[src/rtl/seg_pkg.sv]
// seg_pkg: segment patterns and capture FSM states shared by the seven-segment encoder and capture logic.
package seg_pkg;
    localparam logic [7:0] SEG_0     = 8'hC0;
    localparam logic [7:0] SEG_1     = 8'hF9;
    localparam logic [7:0] SEG_2     = 8'hA4;
    localparam logic [7:0] SEG_3     = 8'hB0;
    localparam logic [7:0] SEG_4     = 8'h99;
    localparam logic [7:0] SEG_5     = 8'h92;
    localparam logic [7:0] SEG_6     = 8'h82;
    localparam logic [7:0] SEG_7     = 8'hF8;
    localparam logic [7:0] SEG_8     = 8'h80;
    localparam logic [7:0] SEG_9     = 8'h90;
    localparam logic [7:0] SEG_BLANK = 8'hFF;
    localparam logic [7:0] SEG_TABLE [10] = '{SEG_0, SEG_1, SEG_2, SEG_3, SEG_4,
                                              SEG_5, SEG_6, SEG_7, SEG_8, SEG_9};
    typedef enum logic [1:0] {COLLECT, CONVERT, PUBLISH} state_t;
endpackage

[src/rtl/seg_pattern_decode.sv]
// seg_pattern_decode: maps an active-low G..A pattern to a BCD digit, flagging blank and unknown patterns.
module seg_pattern_decode
    import seg_pkg::*;
(
    input  logic [6:0] seg,
    output logic [3:0] digit,
    output logic       blank,
    output logic       err
);
    always_comb begin
        digit = 4'hF;
        blank = seg == SEG_BLANK[6:0];
        for (int i = 0; i < 10; i++)
            if (seg == SEG_TABLE[i][6:0]) digit = 4'(i);
        if (blank) digit = 4'd0;
        err = digit == 4'hF;
    end
endmodule

[src/rtl/seg_display_capture.sv]
// seg_display_capture: rebuilds a multiplexed seven-segment display into BCD/binary frames
// from debounced segment and digit-select samples.
module seg_display_capture
    import seg_pkg::*;
#(
    parameter int         SYNC_STAGES   = 2,
    parameter int         STABLE_CYCLES = 4,
    parameter logic [3:0] DIGIT_MASK    = 4'b1111
) (
    input  logic        clk,
    input  logic        rst,
    input  logic [7:0]  seg_data,
    input  logic [3:0]  an,
    output logic [15:0] value_bcd,
    output logic [13:0] value_bin,
    output logic [3:0]  dp,
    output logic [3:0]  blank,
    output logic        frame_err,
    output logic        frame_valid
);
    localparam int CW = $clog2(STABLE_CYCLES + 1);
    logic [11:0]   sync_q [SYNC_STAGES];
    logic [11:0]   smp, prev;
    logic [CW-1:0] cnt;
    logic [3:0]    dec_digit, cap_vec, cap_mask, dp_sh, blank_sh, err_sh;
    logic          dec_blank, dec_err, capture, full;
    logic [15:0]   dig_sh, nib_mask, snap_bcd;
    logic [3:0]    snap_dp, snap_blank, snap_err, cur, add;
    logic [1:0]    k;
    logic [13:0]   acc;
    state_t        state;

    assign smp = sync_q[SYNC_STAGES-1];
    seg_pattern_decode u_dec (.seg(smp[6:0]), .digit(dec_digit), .blank(dec_blank), .err(dec_err));
    // The counter saturates, so a long stable run captures only once.
    assign capture = (smp == prev) && (cnt == CW'(STABLE_CYCLES - 1)) && $onehot(~smp[11:8]);
    assign cap_vec = capture ? ~smp[11:8] : 4'b0;
    assign full    = (cap_mask & DIGIT_MASK) == DIGIT_MASK;
    assign cur     = snap_bcd[4*k +: 4];
    assign add     = (cur > 4'd9) ? 4'd0 : cur;

    always_comb begin
        nib_mask = '0;
        for (int i = 0; i < 4; i++) nib_mask[4*i +: 4] = {4{DIGIT_MASK[i]}};
    end

    always_ff @(posedge clk or posedge rst)
        if (rst) begin
            for (int i = 0; i < SYNC_STAGES; i++) sync_q[i] <= '0;
            prev <= '0;
            cnt  <= '0;
        end else begin
            sync_q[0] <= {an, seg_data};
            for (int i = 1; i < SYNC_STAGES; i++) sync_q[i] <= sync_q[i-1];
            prev <= smp;
            cnt  <= (smp != prev) ? CW'(1) : (cnt == CW'(STABLE_CYCLES)) ? cnt : cnt + CW'(1);
        end

    // A capture coinciding with the snapshot survives the mask clear and counts toward the next frame.
    always_ff @(posedge clk or posedge rst)
        if (rst) begin
            dig_sh   <= '0;
            dp_sh    <= '0;
            blank_sh <= '0;
            err_sh   <= '0;
            cap_mask <= '0;
        end else begin
            for (int i = 0; i < 4; i++)
                if (cap_vec[i]) begin
                    dig_sh[4*i +: 4] <= dec_digit;
                    dp_sh[i]         <= ~smp[7];
                    blank_sh[i]      <= dec_blank;
                    err_sh[i]        <= dec_err;
                end
            cap_mask <= ((state == COLLECT && full) ? 4'b0 : cap_mask) | cap_vec;
        end

    always_ff @(posedge clk or posedge rst)
        if (rst) begin
            state       <= COLLECT;
            k           <= '0;
            acc         <= '0;
            snap_bcd    <= '0;
            snap_dp     <= '0;
            snap_blank  <= '0;
            snap_err    <= '0;
            value_bcd   <= '0;
            value_bin   <= '0;
            dp          <= '0;
            blank       <= '0;
            frame_err   <= 1'b0;
            frame_valid <= 1'b0;
        end else begin
            frame_valid <= 1'b0;
            case (state)
                COLLECT:
                    if (full) begin
                        snap_bcd   <= dig_sh & nib_mask;
                        snap_dp    <= dp_sh & DIGIT_MASK;
                        snap_blank <= blank_sh & DIGIT_MASK;
                        snap_err   <= err_sh & DIGIT_MASK;
                        acc        <= '0;
                        k          <= 2'd3;
                        state      <= CONVERT;
                    end
                CONVERT: begin
                    acc <= acc * 14'd10 + {10'd0, add};
                    k   <= k - 2'd1;
                    if (k == 2'd0) state <= PUBLISH;
                end
                PUBLISH: begin
                    value_bcd   <= snap_bcd;
                    value_bin   <= acc;
                    dp          <= snap_dp;
                    blank       <= snap_blank;
                    frame_err   <= |snap_err;
                    frame_valid <= 1'b1;
                    state       <= COLLECT;
                end
                default: state <= COLLECT;
            endcase
        end
endmodule
[config.mk]
export PLATFORM = sky130hd
export DESIGN_NAME = seg_display_capture
export DESIGN_NICKNAME = d
export VERILOG_FILES = /design/src/rtl/seg_pkg.sv /design/src/rtl/seg_pattern_decode.sv /design/src/rtl/seg_display_capture.sv
export SDC_FILE = /design/constraint.sdc
export NUM_CORES = 1
export LEC_CHECK = 0
export CORE_ASPECT_RATIO = 1.75
export CORE_MARGIN = 10
export CORE_UTILIZATION = 35
export DETAILED_ROUTE_END_ITERATION = 6
export HOLD_SLACK_MARGIN = 0.1
export SYNTH_ARGS = -nofsm -noshare
export SYNTH_HDL_FRONTEND = slang
export SYNTH_SLANG_ARGS = --single-unit
[constraint.sdc]
create_clock -name clk -period 9.78 [get_ports clk]
set_clock_uncertainty 0.05 [all_clocks]
set_input_delay 1.956 -clock clk [delete_from_list [all_inputs] [get_ports clk]]
set_output_delay 1.956 -clock clk [all_outputs]
set_load 0.02 [all_outputs]
# After elaboration in Yosys (flattened, before gate mapping)
# Cells that the tools add are included.
word_totals:
  reg_bits: 157
  inputBits: 14
  out_inout_bits: 40
  wordCells: 103
classes:
  addsub: 6
  n_mul: 1
  order_cmp: 1
  eq_ne: 22
  shifts: 1
  muxes: 24
  bitwise_logic: 3
  reduce_logical: 11
op_table:
  columns: ["operator", "n"]
  rows:
  - ["2-to-1 mux 4 bit", 14]
  - ["== test 7 bit (second input constant)", 4]
  - ["one-hot mux 14 bit (2 select lines)", 1]
  - ["== test 7 x 5 -> 1 bit (second input constant)", 3]
  - ["variable part select 16 x 5 -> 4 bit", 1]
  - ["adder 14 x 4 -> 14 bit", 1]
  - ["== test 7 x 6 -> 1 bit (second input constant)", 2]
  - ["multiplier 14 x 3 -> 13 bit (second input constant)", 1]
  - ["2-to-1 mux 14 bit", 1]
  - ["== test 12 bit", 1]
  - ["inequality test 12 bit", 1]
  - ["== test 4 bit (second input constant)", 2]
  - ["one-hot mux 2 bit (2 select lines)", 2]
  - ["== test 7 x 2 -> 1 bit (second input constant)", 1]
  - ["zero test 7 bit", 1]
  - ["2-to-1 mux 2 bit", 3]
  - ["2-to-1 mux 3 bit", 2]
  - ["inequality test 2 bit (second input constant)", 3]
  - ["AND reduction 2 bit", 3]
  - ["adder 1 x 1 -> 2 bit", 2]
  - ["> comparator 4 bit (second input constant)", 1]
  - ["zero test 2 bit", 2]
  - ["NOT 4 bit", 1]
  - ["OR 4 bit", 1]
  - ["13 further kinds", 15]

# Depth between registers and ports, before layout
# Gate-level depths: netlist (run 1).
logic_depth:
  depth_word: 13
  depth_mapped: 12
  depth_no_buf: 11

# Hierarchy
# A second synthesis (run 1) with hierarchy kept.
hier_totals:
  hier_cells: 573
  hier_area_um2: 6942.9
modules_own_cells:
  columns: ["mod", "n_inst", "cells_per_inst", "area_per_inst_um2", "seq_area_each_um2"]
  rows:
  - ["seg_display_capture", 1, 531, 6630.1, 3928.8]
  - ["seg_pattern_decode", 1, 42, 312.8, 0.0]

# Least setup slack after synthesis (run 1)
# OpenSTA, ideal clock, no wires.
synth_path:
  path_type: "register to register"
  start: "reg k[0]"
  end: "reg acc[13]"
  setup_time_ps: 131
  arrival_ps: 2711
  t_required_ps: 9599
  path_slack_ps: 6888
  stages_incl_launch_ff: 13
  n_path_buf: 1
  period_less_slack_ps: 2892
  path_cell_list: "dfrtp_1 clkbuf_1 mux4_2 nor2b_1 ha_1 fa_1 a21o_1 nand2_1 nor2_1 nand4_1 and4bb_1 xnor2_1 o21ai_1"
synth_between:
  elab_chain_cells: 5
synth_lines:
  columns: ["item", "line", "source"]
  rows:
  - ["start: declaration", "seg_display_capture.sv:29", "logic [1:0] k;"]
  - ["start signal: assignment", "seg_display_capture.sv:108", "k <= k - 2'd1;"]
  - ["variable part select 16 x 5 -> 4 bit *", "seg_display_capture.sv:39", "assign cur = snap_bcd[4*k +: 4];"]
  - ["> comparator 4 bit", "seg_display_capture.sv:40", "assign add = (cur > 4'd9) ? 4'd0 : cur;"]
  - ["2-to-1 mux 4 bit *", "seg_display_capture.sv:40", null]
  - ["adder 14 x 4 -> 14 bit *", "seg_display_capture.sv:107", "acc <= acc * 14'd10 + {10'd0, add};"]
  - ["one-hot mux 14 bit (2 select lines) *", "seg_display_capture.sv:95", "case (state)"]
  - ["end signal: assignment", "seg_display_capture.sv:107", null]
  - ["end: declaration", "seg_display_capture.sv:30", "logic [13:0] acc;"]
# Mark *: on every way between the ends. The rest lies on a longest branch, timed or not.
# A chain may end at the register's enable or synchronous reset.

# Worst setup path in the final report (run 1)
layout_path:
  start: "reg value_bcd[12]"
  end: "out value_bcd[12]"
layout_rtl:
  columns: ["item", "line", "source"]
  rows:
  - ["start: declaration", "seg_display_capture.sv:14", "output logic [15:0] value_bcd,"]
  - ["start signal: assignment", "seg_display_capture.sv:112", "value_bcd <= snap_bcd;"]
# No word-level cell between the ends.

==> results of run 1 <==
==> report_power, final <==
part           internal, mW  leakage, nW  switching [mW]
combinational        0.0110         1.66          0.0210
clock                 0.381        0.288           0.272
sequential            0.657         2.11         0.00820
==> worst max-delay path by stage <==
stage,end,slack [ps],startpoint,cells past startpoint
after floorplan,acc[0],3540,rst,1
after global placement,snap_blank[1],5850,rst,3
after detailed placement,blank_sh[3],5780,rst,3
after CTS,blank[1],6240,rst,3
after global routing,blank[1],6060,rst,3
final,value_bcd[12],6310,value_bcd[12],1
==> flip-flops by register name, indices dropped and copies added (netlist names) <==
| signal | count |
|---|---|
| snap_err | 4 |
| blank_sh | 4 |
| snap_dp | 4 |
| value_bin | 14 |
| prev | 12 |
| value_bcd | 16 |
| snap_bcd | 16 |
| dp_sh | 4 |
| cap_mask | 4 |
| err_sh | 4 |
| smp | 12 |
| state | 2 |
| blank | 4 |
| cnt | 3 |
| frame_valid | 1 |
| dig_sh | 16 |
| acc | 14 |
| sync_q | 12 |
| snap_blank | 4 |
| k | 2 |
| dp | 4 |
| frame_err | 1 |
==> layout make-up <==
class | count | area (um2) | share of cell area, %
Clock buffer | 18 | 429 | 5.19
Clock inverter | 14 | 159 | 1.92
Inverter | 14 | 57.6 | 0.697
Multi-Input combinational cell | 362 | 2820 | 34.1
Sequential cell | 157 | 3930 | 47.6
Tap cell | 245 | 307 | 3.71
Timing Repair Buffer | 57 | 561 | 6.78
==> cell usage in the layout, fill, tap and decap left out, types with 2 or more instances in the layout <==
cell             instances
dfrtp_1                157
nand2_1                 94
clkdlybuf4s50_1         53
mux2_2                  44
ha_1                    28
o21ai_0                 23
xor2_1                  22
mux2_4                  18
nand3_1                 17
clkbuf_16               17
nor2_1                  14
inv_1                   13
a21oi_1                 12
xnor2_1                  9
nor3_1                   6
and3_1                   5
a21o_1                   5
inv_6                    5
nand2b_1                 4
nor4_2                   4
nor4_1                   4
mux4_2                   4
and2_1                   4
mux2i_1                  4
clkinv_4                 4
buf_4                    4
nor2_8                   3
nand4_1                  3
nor2b_1                  3
a211oi_1                 3
a21o_2                   3
fa_1                     3
a2111oi_0                2
or4_1                    2
nor3b_1                  2
clkinv_2                 2
bufinv_16                2
==> cell families (layout without fill, tap and decap cells) <==
kind of cell / Yosys count / count (layout) / share of synthesized area [%]
buffers and inverters: 39 / 103 / 2.46
adders and majority gates: 31 / 31 / 5.94
xor gates and xnor gates: 31 / 31 / 3.93
muxes: 70 / 70 / 13.0
DFF: 157 / 157 / 56.9
and+or+nand+nor: 172 / 172 / 12.7
AOI/OAI and AO/OA: 58 / 58 / 5.16
==> per-stage QoR <==
| step | hold WS (ps) | area [um2] |
|---|---|---|
| after floorplan | 281 | 6910 |
| after global placement | 281 | 7670 |
| after detailed placement | 285 | 7670 |
| after CTS | 297 | 8260 |
| after global routing | 301 | 8260 |
| final | 296 | 8260 |
==> per-layer routing <==
metal	vias up	routed length (um)	track usage (%)
li1	2020	-	-
met1	2066	5110	10.5
met2	80	7900	21.1
met3	21	544	3.21
met4	0	231	4.53
met5	-	0	0
==> key figures, run 1 <==
Critical path
  • CP top delay family: buffers and inverters
  • Worst r2r dst: acc[11]
  • Critical Path RT: 7770 ps
  • FF-to-FF path depth: 11
  • Reg-to-reg setup timing slack: 6710 ps
  • Worst r2r src: k[0]
  • Setup crit end kind: output pin
  • Crit-path cells: clkdlybuf4s50_1
  • WP data arrival: about 1500 ps
  • CP bufs+invs: 1
  • Critical path class: reg2out
  • CP max stage delay: 640 ps
  • Crit path max fanout: 2
  • CP max-delay cell: clkdlybuf4s50_1
  • Critical Path Source Type: flop

Timing
  • Fmax: 288 MHz
  • Final Max Slew Viols: 0
  • Setup TNS: 0 ps
  • Unrepaired setup endpoints after global routing: no
  • Worst-margin pin slew: 1060 ps
  • Tmin final: roughly 3500 ps
  • Worst setup margin: 6310 ps
  • Final hold vios: 0
  • # setup viols final: 0
  • Final period util: 35.5%
  • Slew margin rel.: 29.6%

Yosys
  • Count leader, synth: dfrtp_1
  • Mapped cell area: 6910 um2
  • EDFF count, synth: 0
  • Post-synth cell types: 51
  • Synth area leaders: dfrtp_1 (57%), mux2_2 (7.2%), nand2_1 (5.1%)
  • #FFs+latches synth: 157
  • Ys async rst share: 100%
  • Post-Syn Nets: roughly 600
  • Share of the synthesized area in the top cell type: 56.9%
  • Synthesis Warnings: 0
  • Syn avg cell area: 12.4 um2
  • Dominant cell type by area after synthesis: dfrtp_1
  • Register area share after synthesis: 56.9%
  • Synth cell count leaders: dfrtp_1 (157), nand2_1 (94), mux2_2 (44)
  • Dominant synthesized flop cell: dfrtp_1
  • Syn Inst Count: 558

Finish
  • Fraction of layout instances using a drive strength above 1: a little under a fifth
  • Final layout net count: 654
  • Fillers: 1,855
  • Fin cells: between 800 and 900
  • Final core utilization: 42.2%
  • Syn-to-layout area delta: 19.6%
  • Antenna Cells: 0

Detailed routing
  • WL/cell: roughly 16 um
  • DR vias: 4,187
  • Vias per cell: 4.83
  • Routed Antenna Nets: 0
  • Drt total wl: about 14 mm
  • DRC Markers: 0
  • DRT iter0 DRCs: 239
  • First drt pass iteration count: 4

Place
  • I/O Buffers: 53
  • Hpwl dp: 9.97 mm
  • GP Congestion: 0.830
  • Dpl ws: 5780 ps
  • Placed insts: 835

Worst hold path
  • Hold path start: sync_q[22]
  • Hold path depth: 0
  • WHS Endpoint: smp[10]
  • Worst min-delay path category: reg2reg

Floorplan
  • Die area: 26,000 um2
  • Starting Density: 35.3%
  • Ports: 54
  • Total core area: slightly below 20,000 um2
  • Num rows: between 60 and 70
  • Horiz. Die Dim: 126 um
  • Die Y: 206 um

Clocking
  • Worst-Skew Late Latency: 420 ps
  • Max Buffers Root-to-Sink: 2
  • Max H-tree Level: 4
  • Post-CTS sizing: 0
  • CTS root buf: clkbuf_16
  • Post-CTS setup buffer count: 0
  • CTS Hold Bufs: 0
  • TritonCTS Buffers: 17
  • Clk sinks: 157
  • Clk slew on worst S/H paths: 60 ps
  • CTS tree: built

Job
  • Max-cap viol count: 0

Pwr
  • PwrDens: 163 nW/um2
  • Design Power: about 1.3 mW
  • Leak: 4.06 nW
  • Maximum VDD drop: 0.103 mV

GRT
  • Global-route wire length before repair: 22.9 mm
  • Number of global-route vias before repair: 4,525
  • GRT Overall Usage: 11.0%
  • Total grt overflow: 0
  • Largest net degree at the start of global routing: 97
  • Initial antenna violation count: 0

Outcome
  • Status: finished, final reports clean
Note: power is estimated with default switching activity, not from simulation.
==> run 2, diff against run 1 <==
==> constraint.sdc (replaced) <==
create_clock -name clk -period 3.25 [get_ports clk]
set_clock_uncertainty 0.05 [all_clocks]
set_input_delay 0.65 -clock clk [delete_from_list [all_inputs] [get_ports clk]]
set_output_delay 0.65 -clock clk [all_outputs]
set_load 0.02 [all_outputs]
==> key figures, run 2 (same netlist as run 1, synthesis figures left out) <==
Critical path
  • WP data arrival: 3220 ps (was 1460 ps)
  • Crit-path cells: ha_1 > ha_1 > fa_1 > a211oi_1 > o21bai_1 > a21oi_1 > xnor2_1 > and4bb_1 > xnor2_1 > o21ai_1 (was clkdlybuf4s50_1)
  • Critical Path Source Type: flop (unchanged)
  • Setup crit end kind: flop (was output pin)
  • Critical path origin: acc[1] (was value_bcd[12])
  • Crit path max fanout: 5 (was 2)
  • Critical path class: reg2reg (was reg2out)
  • CP max-delay cell: dfrtp_1 (was clkdlybuf4s50_1)
  • Worst r2r src: acc[1] (was k[0])
  • CP max stage delay: 440 ps (was 640 ps)
  • Critical Path RT: 3480 ps (was 7770 ps)

Clocking
  • Clk sinks: 157 (unchanged)
  • TritonCTS Buffers: 17 (unchanged)
  • Post-CTS setup buffer count: 0 (unchanged)
  • Clk slew on worst S/H paths: 70 ps (was 60 ps)
  • CTS Hold Bufs: 0 (unchanged)
  • CTS root buf: clkbuf_16 (unchanged)
  • CTS tree: built (unchanged)
  • Worst-Skew Late Latency: 420 ps (about the same)
  • Max Buffers Root-to-Sink: 2 (unchanged)
  • Post-CTS sizing: 0 (unchanged)
  • Max H-tree Level: 4 (unchanged)

Finish
  • Fraction of layout instances using a drive strength above 1: 19.5% (was 19.0%)
  • Syn-to-layout area delta: 20.4% (was 19.6%)
  • Top flop regs: dig_sh (16), snap_bcd (16), value_bcd (16) (unchanged)
  • Most frequent cells in the layout: dfrtp_1 (157), nand2_1 (94), clkdlybuf4s50_1 (53), mux2_2 (44), ha_1 (28) (unchanged)
  • Antenna Cells: 0 (unchanged)
  • Fillers: 1,846 (was 1,855)
  • Final layout net count: 657 (was 654)
  • Final instance area: 8320 um2 (was 8260 um2)
  • Commonest non-fill, non-tap cell in the layout: dfrtp_1 (unchanged)

Pwr
  • PwrDens: 496 nW/um2 (was 163 nW/um2)
  • Leak: 4.08 nW (was 4.06 nW)
  • Design Power: 4.13 mW (was 1.35 mW)
  • Maximum VDD drop: 0.298 mV (was 0.103 mV)

Outcome
  • Status: finished, final reports clean (unchanged)

Floorplan
  • Total core area: 19,600 um2 (unchanged)
  • Horiz. Die Dim: 126 um (unchanged)
  • Ports: 54 (unchanged)
  • Die area: 26,000 um2 (unchanged)
  • Num rows: 68 (unchanged)
  • Starting Density: 35.3% (unchanged)
  • Die Y: 206 um (unchanged)

Place
  • I/O Buffers: 53 (unchanged)
  • Hpwl dp: 10.2 mm (was 9.97 mm)
  • DP Area: 7710 um2 (was 7670 um2)
  • GP Congestion: 0.855 (was 0.830)

Detailed routing
  • WL/cell: 16.3 um (was 15.9 um)
  • First drt pass iteration count: 5 (was 4)
  • DRT iter0 DRCs: 278 (was 239)
  • Drt total wl: 14.2 mm (was 13.8 mm)
  • Vias per cell: 4.88 (was 4.83)
  • Routed Antenna Nets: 0 (unchanged)
  • DR vias: 4,243 (was 4,187)
  • DRC Markers: 0 (unchanged)

Timing
  • Unrepaired setup endpoints after global routing: no (unchanged)
  • Final Max Slew Viols: 0 (unchanged)
  • Setup TNS: 0 ps (unchanged)
  • Fmax: between 300 and 400 MHz
  • Worst-margin pin slew: 1080 ps (was 1060 ps)
  • # setup viols final: 0 (unchanged)
  • Final period util: 92.2%
  • Min Hold Slack: 299 ps (was 296 ps)
  • Final hold vios: 0 (unchanged)
  • Slew margin rel.: 27.8% (was 29.6%)
  • Tmin final: 3000 ps

GRT
  • Total grt overflow: 0 (unchanged)
  • GRT Overall Usage: 11.4% (was 11.0%)
  • Initial antenna violation count: 0 (unchanged)
  • Number of global-route vias before repair: 4,656 (was 4,525)
  • Largest net degree at the start of global routing: 70 (was 97)
  • Global-route wire length before repair: 23.8 mm (was 22.9 mm)

Worst hold path
  • Worst min-delay path category: reg2reg (unchanged)
  • Hold path start: sync_q[15] (was sync_q[22])

Job
  • Max-cap viol count: 0 (unchanged)
run 2: area by class of cell:
cell class,count,area (um2),area share (%)
sequential,157,3930,47.2
multi-input combinational,362,2820,33.9
timing repair buffer,60,596,7.16
clock buffer,18,439,5.28
tap,245,307,3.69
clock inverter,14,170,2.05
inverter,14,56.3,0.677
run 2: power breakdown:
group	total (mW)	internal, mW	switching, mW
logic	0.0997	0.0363	0.0634
clock network	2.03	1.18	0.845
registers	2.00	1.98	0.0244
total	4.13	3.19	0.932
run 2: layer usage:
metal  share of wire [%]  track usage, %  up-vias
met3                 3.0            2.80        5
met4                0.87            3.84        0
met2                  59            22.1       58
met1                  37            11.3     2147
met5                   0               0        -
li1                    -               -     2033
run 2: final timing paths:
path                                  to  depth (start not counted)  slack (ps)
max in group asynchronous        prev[6]                          3        1770
worst min-delay path              smp[3]                          0         300
worst max register to register   acc[13]                         10         250
worst max-delay path             acc[13]                         10         250
worst min register to register    smp[3]                          0         300
min in group asynchronous       blank[3]                          2         590
run 2: worst max-delay path: cells and delay by family (launching register included):
| kind | cells | cell delay [ps] |
|---|---|---|
| compound gates | 4 | 750 |
| fa+ha+maj | 3 | 960 |
| xor+xnor | 2 | 360 |
| flops | 1 | 440 |
| simple gates | 1 | 280 |
run 2: through the flow:
| stage | utilization, % | instances | setup WS, ps |
|---|---|---|---|
| floorplan | - | 558 | 358 |
| global placement | 39.4 | 838 | 336 |
| detailed placement | 39.4 | 838 | 260 |
| CTS | 42.5 | 870 | 244 |
| global route | 42.5 | 870 | 34.5 |
| finish | 42.5 | 870 | 253 |
==> RTL edit 1 (flow settings as in run 2) <==
Encoding of `state_t`: now one-hot (3 bits for 3 states).
--- a/src/rtl/seg_pkg.sv
+++ b/src/rtl/seg_pkg.sv
@@ -13,6 +13,6 @@
     localparam logic [7:0] SEG_BLANK = 8'hFF;
     localparam logic [7:0] SEG_TABLE [10] = '{SEG_0, SEG_1, SEG_2, SEG_3, SEG_4,
                                               SEG_5, SEG_6, SEG_7, SEG_8, SEG_9};
-    typedef enum logic [1:0] {COLLECT, CONVERT, PUBLISH} state_t;
+    typedef enum logic [2:0] {COLLECT = 3'b001, CONVERT = 3'b010, PUBLISH = 3'b100} state_t;
 endpackage
 
Behaviour: no difference found for any inputs over 10 cycles, from zero or initial values and one cycle with rst high; not proved beyond that.
==> RTL edit 1 against run 2 <==
  * Fmax down 5.0%
  * Power is 0.22% lower
  * Routed wire length rose by 0.43%
  * Sequential cell count grew 1
  * Critical path depth unchanged
  * Hold slack worse by 0.0068 ns
  * Synthesized cell count decreased by 0.72%
  * Worst setup slack worse by 0.16 ns
  * Synthesized area rose by 0.80%
  * Cell area grew 0.65%
  * First-iteration DRC count down 25%
==> RTL edit 1: results (changes against run 2) <==
Outcome
  – Outcome: complete, no violations

Power and ir drop
  – Cell-internal power: 3.24 mW (+1.3%)
  – Worst vdd ir: 0.000293 V (-1.7%)
  – Switching share of power: 0.214 (-0.0121)
  – Static Leak: 4.10 nW (+0.53%)

Worst setup path
  – Reg2Reg Depth: 10 (unchanged)
  – Slowest stage delay, CP: 0.45 ns
  – CP arrival: 3.40 ns (+0.18 ns)
  – Worst Path Max Fanout: 5 (unchanged)
  – CP Launch Type: register
  – R2r setup slk: 0.1 ns (-0.16 ns)
  – Slowest library cell on the worst path: dfrtp_2

Drt
  – Met2 wire length: 8200 um (-1.7%)
  – Uppermost layer routed: met4
  – Met3 wire len: 389 um (-9.3%)
  – Met1 WL: 5410 um (+2.4%)
  – Vias: 4262 (+0.45%)
  – First-pass DRT Iterations: 5 (unchanged)
  – DR iter-0 viols: 208 (-25%)
  – Detailed Route WL: 14200 um (+0.43%)

Global route
  – Met2 layer usage reported by global route: 0.211 (-0.0106)
  – Largest net degree at the start of global routing: 108 (+54%)
  – First-pass GRT wire length: 23700 um (-0.43%)
  – Met1 GRT Util: 0.115 (+0.00209)
  – M3 GR Usage: 0.0256 (-0.00242)
  – GRT Total Usage: 0.112 (-0.00177)
  – Vias in the first global route: 4633 (-0.49%)
  – Number of antenna violations at the first check in global routing: 0 (unchanged)

Yosys
  – Register area share after synthesis: 0.568 (-0.000721)
  – Top cells by area, synth: dfrtp_1 (56%), mux2_2 (6.1%), nand2_1 (5.4%), mux2_4 (5.2%), ha_1 (5.0%)
  – Post-synthesis net count: 599 (-0.66%)
  – Post-synth cell types: 52 (+2.0%)
  – Post-synth top cells: dfrtp_1 (157), nand2_1 (100), mux2_2 (38)
  – Yosys reg bits: 158 (+0.64%)

Placement
  – Global placement routability congestion: 0.866 (+1.4%)
  – Hpwl dp: 10400 um (+1.7%)

Finish
  – Comb_multi_in: 363 (+0.28%)
  – Data buffer area share: 0.0703 (-0.00136)
  – Fillers: 1782 (-3.5%)
  – Clock buf/inv share: 0.0710 (-0.00226)
  – Register share of the cell area: 0.473 (about the same)
  – Layout Nets: 658 (+0.15%)
  – Buffers, non-clock: 59 (-1.7%)
  – Share of cells above drive strength 1: 0.192 (-0.00320)
  – # clk buffers: 19 (+1)
  – Multi-input gate share of total cell area: 0.343 (+0.00350)

Hold path
  – Hold EP: smp[6]$_DFF_PP0_
  – Hold Startpoint: sync_q[18]$_DFF_PP0_
  – Hold depth: 0 (unchanged)

Timing
  – Slew HR: 0.504 (+0.226)
  – WHS: 0.292 ns (-0.00675 ns)

Clock tree
  – Worst skew pair latency: 0.42 ns (about the same)
-- RTL edit 1: cell types whose count changed in the layout (fill, tap and decap cells not counted), sizes merged, moves of 4 or more --
cell and change:
inv -5, nand2 +6, nand2b -4, nand3 -8, nor2 +9, o21ai -5
-- RTL edit 1: stage by stage --
stage               instance area [um^2]  worst slack (ns)  std cells
detailed placement                  7770             0.121        839
finish                              8370            0.0961        870
global route                        8370           0.00532        870
CTS                                 8370            0.0816        870
floorplan                           6970             0.332        554
global placement                    7770             0.212        839
-- RTL edit 1: cell families after synthesis --
kind of cell,synth area share
xor gates and xnor gates,0.0415
buffers and inverters,0.0212
AOI/OAI and AO/OA,0.0586
adders and majority gates,0.0589
muxes,0.129
DFF,0.568
and+or+nand+nor,0.123
-- RTL edit 1: worst max-delay path, delay by kind of cell (launching register included) --
kind	cells	cell delay [ns]
and+or+nand+nor	2	0.42
DFF	1	0.45
xor gates and xnor gates	1	0.12
adders and majority gates	3	0.96
AOI/OAI and AO/OA	4	1.05
==> RTL edit 2 (config.mk and constraints of run 2) <==
Made on the original files. Set the parameter `STABLE_CYCLES` to 8 (it was 4).
--- a/src/rtl/seg_display_capture.sv
+++ b/src/rtl/seg_display_capture.sv
@@ -4,7 +4,7 @@
     import seg_pkg::*;
 #(
     parameter int         SYNC_STAGES   = 2,
-    parameter int         STABLE_CYCLES = 4,
+    parameter int         STABLE_CYCLES = 8,
     parameter logic [3:0] DIGIT_MASK    = 4'b1111
 ) (
     input  logic        clk,
Formal check against the unedited RTL: same outputs for any inputs over 10 cycles, from zero or initial values and one cycle with rst high; that may be too few to reach the edited logic, so the function may still have changed.
==> RTL edit 2 against run 2 <==
  * Synthesized area is 1.4% higher
  * Worst setup slack worse by 0.042 ns
  * Routed wire length is 1.6% higher
  * Power is 2.1% lower
  * Sequential share of layout area is 0.28 points lower
  * Count of clock-buffer cells in the layout is 1 higher
  * Sequential cell count is 1 higher
  * Critical path type unchanged
  * Cell area is 1.3% higher
  * Largest power group is now sequential cells
  * Clock power is 5% lower
==> RTL edit 2: results (changes against run 2) <==
Outcome
  – Outcome: complete, no violations

Finish
  – Number of sequential cells: 158 (+0.64%)
  – Inverters: 11 (-3)
  – Fillers: 1851 (+0.27%)
  – Share of cells above drive strength 1: 0.188 (-0.00702)
  – Area of the multi-input gates: 0.00292 mm^2 (+3.5%)
  – Comb_multi_in: 380 (+5.0%)
  – Largest regs: dig_sh x16, snap_bcd x16, value_bcd x16
  – Buffers, non-clock: 62 (+3.3%)
  – Data buffer area share: 0.0740 (+0.00237)
  – # clk buffers: 19 (+1)
  – Reg area: 0.00396 mm^2 (+0.67%)
  – Clock buf/inv share: 0.0679 (-0.00537)
  – Layout Nets: 674 (+2.6%)
  – Area Overhead vs Synth: 20.1%
  – Final core occ: 0.427 (+0.00166)

Drt
  – Detailed Route WL: 14400 um (+1.6%)
  – DR iter-0 viols: 214 (-23%)
  – First-pass DRT Iterations: 5 (unchanged)
  – Vias per inst: 4.89 (+0.24%)

Power and ir drop
  – Clock power share: 0.478 (-0.013)
  – Cell-internal power: 3.12 mW (-2.5%)
  – Comb power frac: 0.024 (about the same)
  – PwrDens: 480 mW/mm^2 (-3.3%)
  – Static Leak: 4.17 nW (+2.0%)
  – Worst vdd ir: 0.000305 V (+2.5%)

Clock tree
  – Worst skew pair latency: 0.42 ns (about the same)
  – Clock Root Buffer: clkbuf_16
  – CTS buffer count: 17 (unchanged)
  – Clock transition at path regs: 0.07 ns (about the same)

Worst setup path
  – R2r setup slk: 0.21 ns (-0.04 ns)
  – CP endpoint: acc[13]$_DFFE_PP0P_
  – CP arrival: 3.26 ns (+0.04 ns)
  – Worst Path Max Fanout: 5 (unchanged)
  – Reg2Reg Depth: 10 (unchanged)

Hold path
  – Hold Startpoint: sync_q[13]$_DFF_PP0_
  – Hold WC Path Type: register to register

Yosys
  – Top cells by area, synth: dfrtp_1 (56%), mux2_2 (6.3%), nand2_1 (5.5%), mux2_4 (5.1%), ha_1 (4.8%)
  – Compound-Gate Fraction of Synth Area: 0.0564 (+0.00480)
  – Async S/R FF share, synth: 1.00 (unchanged)
  – YS warnings: 0 (unchanged)
  – Post-synthesis net count: 618 (+2.5%)
  – Synth Area in Adders: 0.0568 (-0.00263)
  – Register area share after synthesis: 0.564 (-0.00455)
  – Post-synthesis mux area share: 0.130 (about the same)
  – Post-synth top cells: dfrtp_1 (158), nand2_1 (102), mux2_2 (39)
  – XOR/XNOR Fraction of Synth Area: 0.0412 (+0.00194)
  – Post-synth cell types: 51 (unchanged)

Global route
  – Vias in the first global route: 4673 (+0.37%)
  – Largest net degree at the start of global routing: 67 (-4.3%)
  – Number of antenna violations at the first check in global routing: 0 (unchanged)
  – First-pass GRT wire length: 23700 um (-0.40%)
  – GRT Total Usage: 0.111 (-0.00220)

Timing
  – Post-route clock period utilization: 0.935 (+0.0131)
  – Slew HR: 0.323 (+0.0448)

Placement
  – Hpwl dp: 10600 um (+3.5%)
  – DP Area: 0.00783 mm^2 (+1.6%)
  – Global placement routability congestion: 0.852 (-0.28%)
RTL edit 2: changes by cell type after synthesis, sizes merged, moves of 3 or more:
cell | run 2 | this run
or4b | 0 | 3
inv | 14 | 11
and3 | 5 | 2
nor2 | 17 | 24
nand2 | 94 | 102
RTL edit 2: how the worst min path moves through the flow:
stage | cells past startpoint | to | slack [ns]
floorplan | 0 | smp[0]$_DFF_PP0_ | 0.28
global placement | 0 | smp[2]$_DFF_PP0_ | 0.28
detailed placement | 0 | smp[10]$_DFF_PP0_ | 0.28
CTS | 0 | smp[1]$_DFF_PP0_ | 0.29
global route | 0 | smp[2]$_DFF_PP0_ | 0.31
finish | 0 | smp[1]$_DFF_PP0_ | 0.29
RTL edit 2: metrics by stage:
stage / hold WS [ns] / total power, mW / cells
after floorplan: 0.281 / 2.11 / 574
final: 0.294 / 4.04 / 888
after global placement: 0.281 / 2.15 / 856
after detailed placement: 0.285 / 2.15 / 856
after CTS: 0.295 / 4.09 / 888
after global routing: 0.306 / 4.18 / 888
RTL edit 2: critical path: stages (launching register included):
cell	delay, ns
dfrtp_1	0.45
ha_1	0.33
ha_1	0.22
fa_1	0.42
a211oi_1	0.22
o21bai_1	0.12
a211o_1	0.35
nand3b_1	0.24
nor4_4	0.26
xnor2_1	0.14
o21ai_0	0.08
RTL edit 2: layer usage:
metal / part of all wire / vias to the layer above / GRT usage
met3: 0.027 / 17 / 0.0238
met2: 0.57 / 75 / 0.211
li1: - / 2087 / -
met5: 0 / - / 0
met1: 0.38 / 2162 / 0.111
met4: 0.024 / 0 / 0.0503
RTL edit 2: timing repair:
action | 4_1_cts | 5_1_grt
hold buffers | 0 | 0
gates resized for setup | 0 | 3
setup buffers | 0 | 0
setup endpoints to repair | 0 | 1
hold endpoints to repair | 0 | 0
